File: src/rtl/vpg_param.sv
// Parametrised raster timing and test-pattern generator for the HDMI pixel port; VPG_BORDER_EN adds a forced white border.
// Latency: all outputs registered one clock after the h/v counters. There is no backpressure: the raster free-runs while enable is high.
module vpg_param #(
    parameter int H_DISP   = 1920,
    parameter int H_FP     = 88,
    parameter int H_SYNC   = 44,
    parameter int H_BP     = 148,
    parameter int V_DISP   = 1080,
    parameter int V_FP     = 4,
    parameter int V_SYNC   = 5,
    parameter int V_BP     = 36,
    parameter bit HS_POL   = 1'b1,
    parameter bit VS_POL   = 1'b1,
    parameter int COLOR_W  = 8,
    parameter int CNT_W    = 12,
    parameter int BOX_SIZE = 64
) (
    input  logic                 clk,
    input  logic                 reset,
    input  logic                 enable,
    input  logic [2:0]           pattern_sel,
    input  logic [3*COLOR_W-1:0] solid_rgb,
    input  logic                 pattern_load,
    output logic [2:0]           active_pattern,
    output logic                 frame_start,
    output logic                 vpg_de,
    output logic                 vpg_hs,
    output logic                 vpg_vs,
    output logic [COLOR_W-1:0]   vpg_r,
    output logic [COLOR_W-1:0]   vpg_g,
    output logic [COLOR_W-1:0]   vpg_b
);
    localparam int H_TOTAL = H_DISP + H_FP + H_SYNC + H_BP;
    localparam int V_TOTAL = V_DISP + V_FP + V_SYNC + V_BP;
    localparam int BAR_W   = H_DISP / 8;

    localparam logic [CNT_W-1:0] H_LAST    = CNT_W'(H_TOTAL - 1);
    localparam logic [CNT_W-1:0] V_LAST    = CNT_W'(V_TOTAL - 1);
    localparam logic [CNT_W-1:0] H_ACT     = CNT_W'(H_DISP);
    localparam logic [CNT_W-1:0] V_ACT     = CNT_W'(V_DISP);
    localparam logic [CNT_W-1:0] HS_START  = CNT_W'(H_DISP + H_FP);
    localparam logic [CNT_W-1:0] HS_END    = CNT_W'(H_DISP + H_FP + H_SYNC);
    localparam logic [CNT_W-1:0] VS_START  = CNT_W'(V_DISP + V_FP);
    localparam logic [CNT_W-1:0] VS_END    = CNT_W'(V_DISP + V_FP + V_SYNC);
    localparam logic [CNT_W-1:0] BOX_C     = CNT_W'(BOX_SIZE);
    localparam logic [CNT_W-1:0] BOX_Y0    = CNT_W'((V_DISP - BOX_SIZE) / 2);
    localparam logic [CNT_W-1:0] BOX_X_MAX = CNT_W'(H_DISP - BOX_SIZE);
    localparam logic [3*COLOR_W-1:0] WHITE = '1;

    logic [CNT_W-1:0]     h_cnt_q, h_cnt_d, v_cnt_q, v_cnt_d, box_x_q, box_x_d;
    logic [2:0]           pend_sel_q, pend_sel_d, act_sel_q, act_sel_d;
    logic [3*COLOR_W-1:0] pend_rgb_q, pend_rgb_d, act_rgb_q, act_rgb_d;
    logic                 de_q, de_d, hs_q, hs_d, vs_q, vs_d, fs_q, fs_d;
    logic [3*COLOR_W-1:0] rgb_q, rgb_d;

    logic                 boundary, de_raw, hs_raw, vs_raw, in_box;
    logic [2:0]           bar;
    logic [3*COLOR_W-1:0] pix;

    always_comb begin
        h_cnt_d    = h_cnt_q;
        v_cnt_d    = v_cnt_q;
        box_x_d    = box_x_q;
        pend_sel_d = pend_sel_q;
        pend_rgb_d = pend_rgb_q;
        act_sel_d  = act_sel_q;
        act_rgb_d  = act_rgb_q;
        bar        = 3'd0;
        pix        = '0;

        boundary = enable && (h_cnt_q == H_LAST) && (v_cnt_q == V_LAST);
        de_raw   = (h_cnt_q < H_ACT) && (v_cnt_q < V_ACT);
        hs_raw   = (h_cnt_q >= HS_START) && (h_cnt_q < HS_END);
        vs_raw   = (v_cnt_q >= VS_START) && (v_cnt_q < VS_END);
        in_box   = (h_cnt_q >= box_x_q) && (h_cnt_q < box_x_q + BOX_C) &&
                   (v_cnt_q >= BOX_Y0) && (v_cnt_q < BOX_Y0 + BOX_C);

        if (!enable) begin
            h_cnt_d = '0;
            v_cnt_d = '0;
        end else if (h_cnt_q == H_LAST) begin
            h_cnt_d = '0;
            v_cnt_d = (v_cnt_q == V_LAST) ? '0 : v_cnt_q + CNT_W'(1);
        end else begin
            h_cnt_d = h_cnt_q + CNT_W'(1);
        end

        if (pattern_load) begin
            pend_sel_d = pattern_sel;
            pend_rgb_d = solid_rgb;
        end
        // Pending -> active swap on the last cycle so a frame never mixes patterns.
        if (boundary) begin
            act_sel_d = pend_sel_q;
            act_rgb_d = pend_rgb_q;
        end

        if (!enable) begin
            box_x_d = '0;
        end else if (boundary) begin
            box_x_d = (box_x_q == BOX_X_MAX) ? '0 : box_x_q + CNT_W'(1);
        end

        // Bar index by threshold compare; the final bar keeps any remainder.
        for (int i = 1; i < 8; i++) begin
            if (h_cnt_q >= CNT_W'(i * BAR_W)) bar = 3'(i);
        end

        case (act_sel_q)
            3'd0:    pix = act_rgb_q;
            3'd1:    pix = {{COLOR_W{~bar[1]}}, {COLOR_W{~bar[2]}}, {COLOR_W{~bar[0]}}};
            3'd2:    pix = {3{h_cnt_q[COLOR_W-1:0]}};
            3'd3:    pix = ((h_cnt_q[4:0] == 5'd0) || (v_cnt_q[4:0] == 5'd0)) ? WHITE : '0;
            3'd4:    pix = in_box ? WHITE : '0;
            default: pix = '0;
        endcase

`ifdef VPG_BORDER_EN
        if ((h_cnt_q == '0) || (h_cnt_q == H_ACT - CNT_W'(1)) ||
            (v_cnt_q == '0) || (v_cnt_q == V_ACT - CNT_W'(1))) begin
            pix = WHITE;
        end
`endif

        de_d  = enable && de_raw;
        hs_d  = (enable && hs_raw) ? HS_POL : ~HS_POL;
        vs_d  = (enable && vs_raw) ? VS_POL : ~VS_POL;
        fs_d  = enable && (h_cnt_q == '0) && (v_cnt_q == '0);
        rgb_d = de_d ? pix : '0;
    end

    always_ff @(posedge clk) begin
        if (reset) begin
            h_cnt_q    <= '0;
            v_cnt_q    <= '0;
            box_x_q    <= '0;
            pend_sel_q <= '0;
            pend_rgb_q <= '0;
            act_sel_q  <= '0;
            act_rgb_q  <= '0;
            de_q       <= 1'b0;
            hs_q       <= ~HS_POL;
            vs_q       <= ~VS_POL;
            fs_q       <= 1'b0;
            rgb_q      <= '0;
        end else begin
            h_cnt_q    <= h_cnt_d;
            v_cnt_q    <= v_cnt_d;
            box_x_q    <= box_x_d;
            pend_sel_q <= pend_sel_d;
            pend_rgb_q <= pend_rgb_d;
            act_sel_q  <= act_sel_d;
            act_rgb_q  <= act_rgb_d;
            de_q       <= de_d;
            hs_q       <= hs_d;
            vs_q       <= vs_d;
            fs_q       <= fs_d;
            rgb_q      <= rgb_d;
        end
    end

    assign active_pattern = act_sel_q;
    assign frame_start    = fs_q;
    assign vpg_de         = de_q;
    assign vpg_hs         = hs_q;
    assign vpg_vs         = vs_q;
    assign vpg_r          = rgb_q[3*COLOR_W-1 -: COLOR_W];
    assign vpg_g          = rgb_q[2*COLOR_W-1 -: COLOR_W];
    assign vpg_b          = rgb_q[COLOR_W-1:0];
endmodule

File: config.mk
export PLATFORM = sky130hd
export DESIGN_NAME = vpg_param
export DESIGN_NICKNAME = d
export VERILOG_FILES = /design/src/rtl/vpg_param.sv
export SDC_FILE = /design/constraint.sdc
export NUM_CORES = 1
export LEC_CHECK = 0
export CORE_MARGIN = 2
export CORE_UTILIZATION = 40
export CTS_BUF_LIST = sky130_fd_sc_hd__clkbuf_2
export CTS_CLUSTER_DIAMETER = 100
export CTS_CLUSTER_SIZE = 16
export DETAILED_ROUTE_END_ITERATION = 16
export PLACE_DENSITY = 0.7
export SYNTH_ARGS = -nofsm -noshare
export SYNTH_HDL_FRONTEND = slang
export SYNTH_SLANG_ARGS = --single-unit
File: constraint.sdc
create_clock -name clk -period 7.6 [get_ports clk]
set_clock_uncertainty 0.05 [all_clocks]
set_input_delay 1.14 -clock clk [delete_from_list [all_inputs] [get_ports clk]]
set_output_delay 1.14 -clock clk [all_outputs]
set_load 0.02 [all_outputs]
=== Yosys cells after proc, flatten, opt, wreduce, memory -nomap -nowiden ===
Cells that the tools add are included.
Widths: inputs -> output; s select.

* Register bits after elaboration: 118
* Word-level logic and storage cells: 81

* Reduce and logical (&&, ||, !) cells: 22
* Equal/unequal tests: 7
* Mux-type cells: 14
* Bitwise gates (word level): 5
* Add/sub/neg operators: 4
* Order comparisons: 17

{| class="wikitable"
|+ Operators by type and width
! operator !! number
|-
| $pmux 24 s5 || 1
|-
| $ge 12x11->1 const B || 5
|-
| $mux 24 || 2
|-
| $add 12x1->12 const B || 3
|-
| $lt 12x11->1 const B || 3
|-
| $eq 12x11->1 const B || 2
|-
| $ge 12x10->1 const B || 2
|-
| $ge 12x9->1 const B || 2
|-
| $logic_not 12->1 || 2
|-
| $mux 12 || 2
|-
| $mux 3 || 6
|-
| $logic_and 1x1->1 || 13
|-
| $add 12x7->12 const B || 1
|-
| $eq 12x12->1 const B || 1
|-
| $ge 12x12->1 || 1
|-
| $ge 12x8->1 const B || 1
|-
| $lt 12x10->1 const B || 1
|-
| $lt 12x12->1 || 1
|-
| $lt 12x12->1 const B || 1
|-
| $logic_not 5->1 || 2
|-
| $eq 3x2->1 const B || 2
|-
| $not 1->1 || 5
|-
| $reduce_or 2->1 || 2
|-
| $eq 3x1->1 const B || 1
|-
| 5 further kinds || 7
|}

=== Longest topological paths before layout ===
* Depth in word-level cells: 10
* Depth in mapped cells: 11
* Mapped depth without buffers: 10

=== Worst setup path after synthesis ===
No wires, ideal clock.

* Kind: reg-to-reg
* Start: register box_x_q[8]
* End: register rgb_q[15]
* Path buffers: 1
* Data arrival time: 2.784 ns
* Setup slack: 4.685 ns
* Period minus slack after synthesis: 2.915 ns
* Cell stages (with the launch flop): 12
* Library setup time: 0.081 ns
* Path through: dfxtp_1 inv_1 nor3_1 nand3_1 xnor2_1 ha_1 or4b_4 a2111oi_4 o221ai_2 a2111o_1 buf_6 a41oi_1

* Word-level cells in the longest chain between the ends: 7

{| class="wikitable"
|+ Ends and longest elaborated chain
! what !! RTL line !! source
|-
| start: declaration || 50 || <nowiki>logic [CNT_W-1:0] h_cnt_q, h_cnt_d, v_cnt_q, v_cnt_d, box_x_q, box_x_d;</nowiki>
|-
| start signal: assignment || 149 || <nowiki>box_x_q <= box_x_d;</nowiki>
|-
| $add 12x7->12 || 75 || <nowiki>in_box = (h_cnt_q >= box_x_q) && (h_cnt_q < box_x_q + BOX_C) &&</nowiki>
|-
| $lt 12x12->1 || 75 ||
|-
| $logic_and 1x1->1 * (2 in series) || 75 ||
|-
| $logic_and 1x1->1 * || 76 || <nowiki>(v_cnt_q >= BOX_Y0) && (v_cnt_q < BOX_Y0 + BOX_C);</nowiki>
|-
| $mux 24 * || 114 || <nowiki>3'd4: pix = in_box ? WHITE : '0;</nowiki>
|-
| $pmux 24 s5 * || 109 || <nowiki>case (act_sel_q)</nowiki>
|-
| end signal: assignment || 158 || <nowiki>rgb_q <= rgb_d;</nowiki>
|-
| end: declaration || 54 || <nowiki>logic [3*COLOR_W-1:0] rgb_q, rgb_d;</nowiki>
|}

Every way passes the cells marked *; elsewhere a longest branch is shown, timed or not.
A chain may end at the register's enable or synchronous reset.

=== Worst setup path after layout ===
* Start: register box_x_q[8]
* End: register rgb_q[5]

Same word-level chain as after synthesis.

==> impl_metrics.json <==
{
  "core_area_mm2": 0.0138,
  "yosys.area_share.simple_pct": 23.1,
  "yosysTopAreaCell": "dfxtp_1",
  "htreeDepth": 4,
  "synth_edf_count": 0,
  "synth_mux_area_share_pct": 4.98,
  "slew-limit-headroom_pct": 32.5,
  "drc": 0,
  "reg2reg_depth": 10,
  "rows": 43,
  "syn_inst": 660,
  "worst_slew_pin_slew_ns": 1.01,
  "min_period_ns": 3.37,
  "overflow": 0,
  "die_area_mm2": 0.0150,
  "drt_iter0_markers": 321,
  "cts_buffers": 17,
  "synth_nets": 718,
  "cp_cell_sequence": "inv_1 -> nor3_1 -> nand3_1 -> xnor2_1 -> ha_1 -> or4b_4 -> a2111oi_4 -> o221ai_2 -> a2111o_1 -> a41oi_1",
  "ctsResizeCount": 0,
  "worst-path-buf-inv": 1,
  "cts_hold_buf": 0,
  "io_buffers": 61,
  "synth_xor_area_share_pct": 4.51,
  "finalMaxSlewViolations": 0,
  "synthArstFlopShare_pct": 0,
  "reg2reg_slack_ns": 4.23,
  "yosys_warnings": 0,
  "grt_max_degree": 57,
  "cpPeakStageDelay_ns": 0.67,
  "cts_tree": "done",
  "grt_pass1_wl_mm": 22.6,
  "drt-wirelength-per-cell_um": 15.2,
  "synth_common_cells": "118 x dfxtp_1, 79 x nand2_1, 67 x nor2_1",
  "fillers": 1338,
  "worst_path_max_delay_cell": "a2111o_1",
  "r2r-end": "rgb_q[5]",
  "grt_pass1_vias": 4641,
  "hold_viol": 0,
  "status": "finished clean",
  "fmax_mhz": 297,
  "synth_area_mm2": 0.00563,
  "synthAdderAreaFrac_pct": 6.18,
  "rsz0062_at_grt": "no",
  "final.period_utilization_pct": 44.4,
  "vias": 4785,
  "vias_per_cell": 5.34,
  "power.density_mw_per_mm2": 174,
  "die_x_um": 123,
  "path_class": "reg -> reg",
  "ys.flop_type": "dfxtp_1",
  "clockBufferDepth": 2,
  "netlist_top_cells_area": "dfxtp_1 42%, ha_1 6.0%, nand2_1 5.3%, mux2i_1 5.0%, nor2_1 4.5%",
  "worstPathMaxFanout": 24,
  "root_buffer": "clkbuf_2",
  "worst-path-stages": 10,
  "synth_compound_area_share_pct": 14.4,
  "clk_latency_ns": 0.74,
  "num_io_pins": 62,
  "startpoint_type": "register",
  "cp.arrival_ns": 3.94,
  "hold_path_class": "reg -> reg",
  "path_clk_slew_ns": 0.22,
  "crit_required_ns": 8.17,
  "synth_top_family_by_area": "simple AND/OR/NAND/NOR gates",
  "final_nets": 760,
  "fin_area_mm2": 0.00660,
  "cts_num_sinks": 118,
  "crit_family": "compound AO/OA/AOI/OAI gates",
  "place_hpwl_mm": 9.87,
  "reg2reg_from": "box_x_q[8]",
  "syn_avg_cell_area_um2": 8.53,
  "gr-usage-all-layers_pct": 19.1,
  "synthDistinctLibCells": 49,
  "peakVddDrop_mv": 0.108,
  "finalSetupViolations": 0,
  "antenna_found_initial": 1,
  "crit_path_end": "rgb_q[5]",
  "setup-tns-final_ns": 0,
  "startpoint": "box_x_q[8]",
  "drt_wl_total_mm": 13.6,
  "synth.top_cell.area_share_pct": 41.9,
  "drive_gt1_share_pct": 6.71,
  "drv_cap": 0,
  "ys_ff_latch": 118,
  "start_util_pct": 40.7,
  "cellLeakagePower_nw": 2.35,
  "postCtsSetupBuffers": 0,
  "dr.pass1.iters": 5,
  "synth.most_common_cell": "dfxtp_1",
  "die_h_um": 123,
  "placed_area_mm2": 0.00632,
  "area_growth_pct": 17.2,
  "worstSetupEndpointType": "register",
  "yosysSeqAreaShare_pct": 41.9,
  "ant_nets": 0,
  "gp_congestion": 0.873
}
power by group:
group | leakage, nW | total, mW | internal, mW | switching, mW
registers | 0.956 | 0.635 | 0.629 | 0.00595
clock network | 0.163 | 0.463 | 0.193 | 0.269
logic | 1.23 | 0.0498 | 0.0263 | 0.0235
total | 2.35 | 1.15 | 0.849 | 0.299
cells by family (layout without fill, tap and decap cells):
family                   after synthesis  in the layout
AO/OA/AOI/OAI                        125            125
XOR/XNOR                              29             29
adder cells (fa/ha/maj)               28             28
buffers and inverters                 67            122
flip-flops                           118            118
multiplexers                          28             28
other                                  0              1
AND/OR/NAND/NOR                      265            265
layout make-up:
class / instances / area, um2 / share of cell area (%)
inverters: 24 / 90.1 / 1.36
clock inverters: 15 / 195 / 2.96
repair buffers: 66 / 643 / 9.74
diodes: 1 / 2.50 / 0.0379
clock buffers: 17 / 85.1 / 1.29
multi-input cells: 475 / 3000 / 45.4
well taps: 180 / 225 / 3.41
flip-flops and latches: 118 / 2360 / 35.8
sequential cells by signal, indices dropped and copies added (netlist names):
| register | flops |
|---|---|
| act_rgb_q | 24 |
| active_pattern | 3 |
| h_cnt_q | 12 |
| vpg_vs | 1 |
| rgb_q | 24 |
| vpg_de | 1 |
| vpg_hs | 1 |
| box_x_q | 12 |
| pend_rgb_q | 24 |
| v_cnt_q | 12 |
| frame_start | 1 |
| pend_sel_q | 3 |
metal layers:
layer,global-route usage [%],up-vias,share of wire [%],routed length (um)
met3,4.55,32,4.8,651
met4,9.48,0,2.8,381
met2,28.4,121,44,5950
li1,-,2407,-,-
met1,25.8,2225,49,6600
met5,0,-,0,0
how the worst min path moves through the flow:
stage                              start       endpoint  slack, ns  cells past startpoint
final                     pend_rgb_q[23]  act_rgb_q[23]       0.40                      2
after global routing      pend_rgb_q[23]  act_rgb_q[23]       0.42                      2
after CTS                  act_rgb_q[15]  act_rgb_q[15]       0.41                      2
after detailed placement   act_rgb_q[18]  act_rgb_q[18]       0.39                      2
after global placement     act_rgb_q[10]  act_rgb_q[10]       0.39                      2
after floorplan             act_rgb_q[0]   act_rgb_q[0]       0.38                      2
worst register-to-register path, stage by stage, from the launching register on:
cell and delay, ns:
dfxtp_1 0.45, inv_1 0.09, nor3_1 0.25, nand3_1 0.18, xnor2_1 0.17, ha_1 0.18, or4b_4 0.49, a2111oi_4 0.34
o221ai_2 0.14, a2111o_1 0.67, a41oi_1 0.29
stage by stage:
stage          total power, mW  setup WS, ns  util [%]  instances  hold WS (ns)
2_1_floorplan            0.674          4.69         -        660         0.377
3_3_place_gp             0.696          4.37      45.7        863         0.387
3_5_place_dp             0.698          4.27      45.7        863         0.392
4_1_cts                   1.16          4.23      47.7        895         0.413
5_1_grt                   1.19          3.91      47.8        896         0.421
6_report                  1.15          4.23      47.8        896         0.398
cells in the final DEF (no fill, tap or decap), types with 15 or more instances in the layout:
cell type / instances
o21ai_0: 33
dfxtp_1: 118
a21oi_1: 48
nand4_1: 17
nand2_1: 79
inv_1: 24
clkdlybuf4s50_1: 60
clkbuf_2: 17
nor2_1: 67
nor2b_1: 26
ha_1: 27
a41oi_1: 24
nand3_1: 15
mux2i_1: 28
xnor2_1: 22
(Power assumes the default switching activity.)
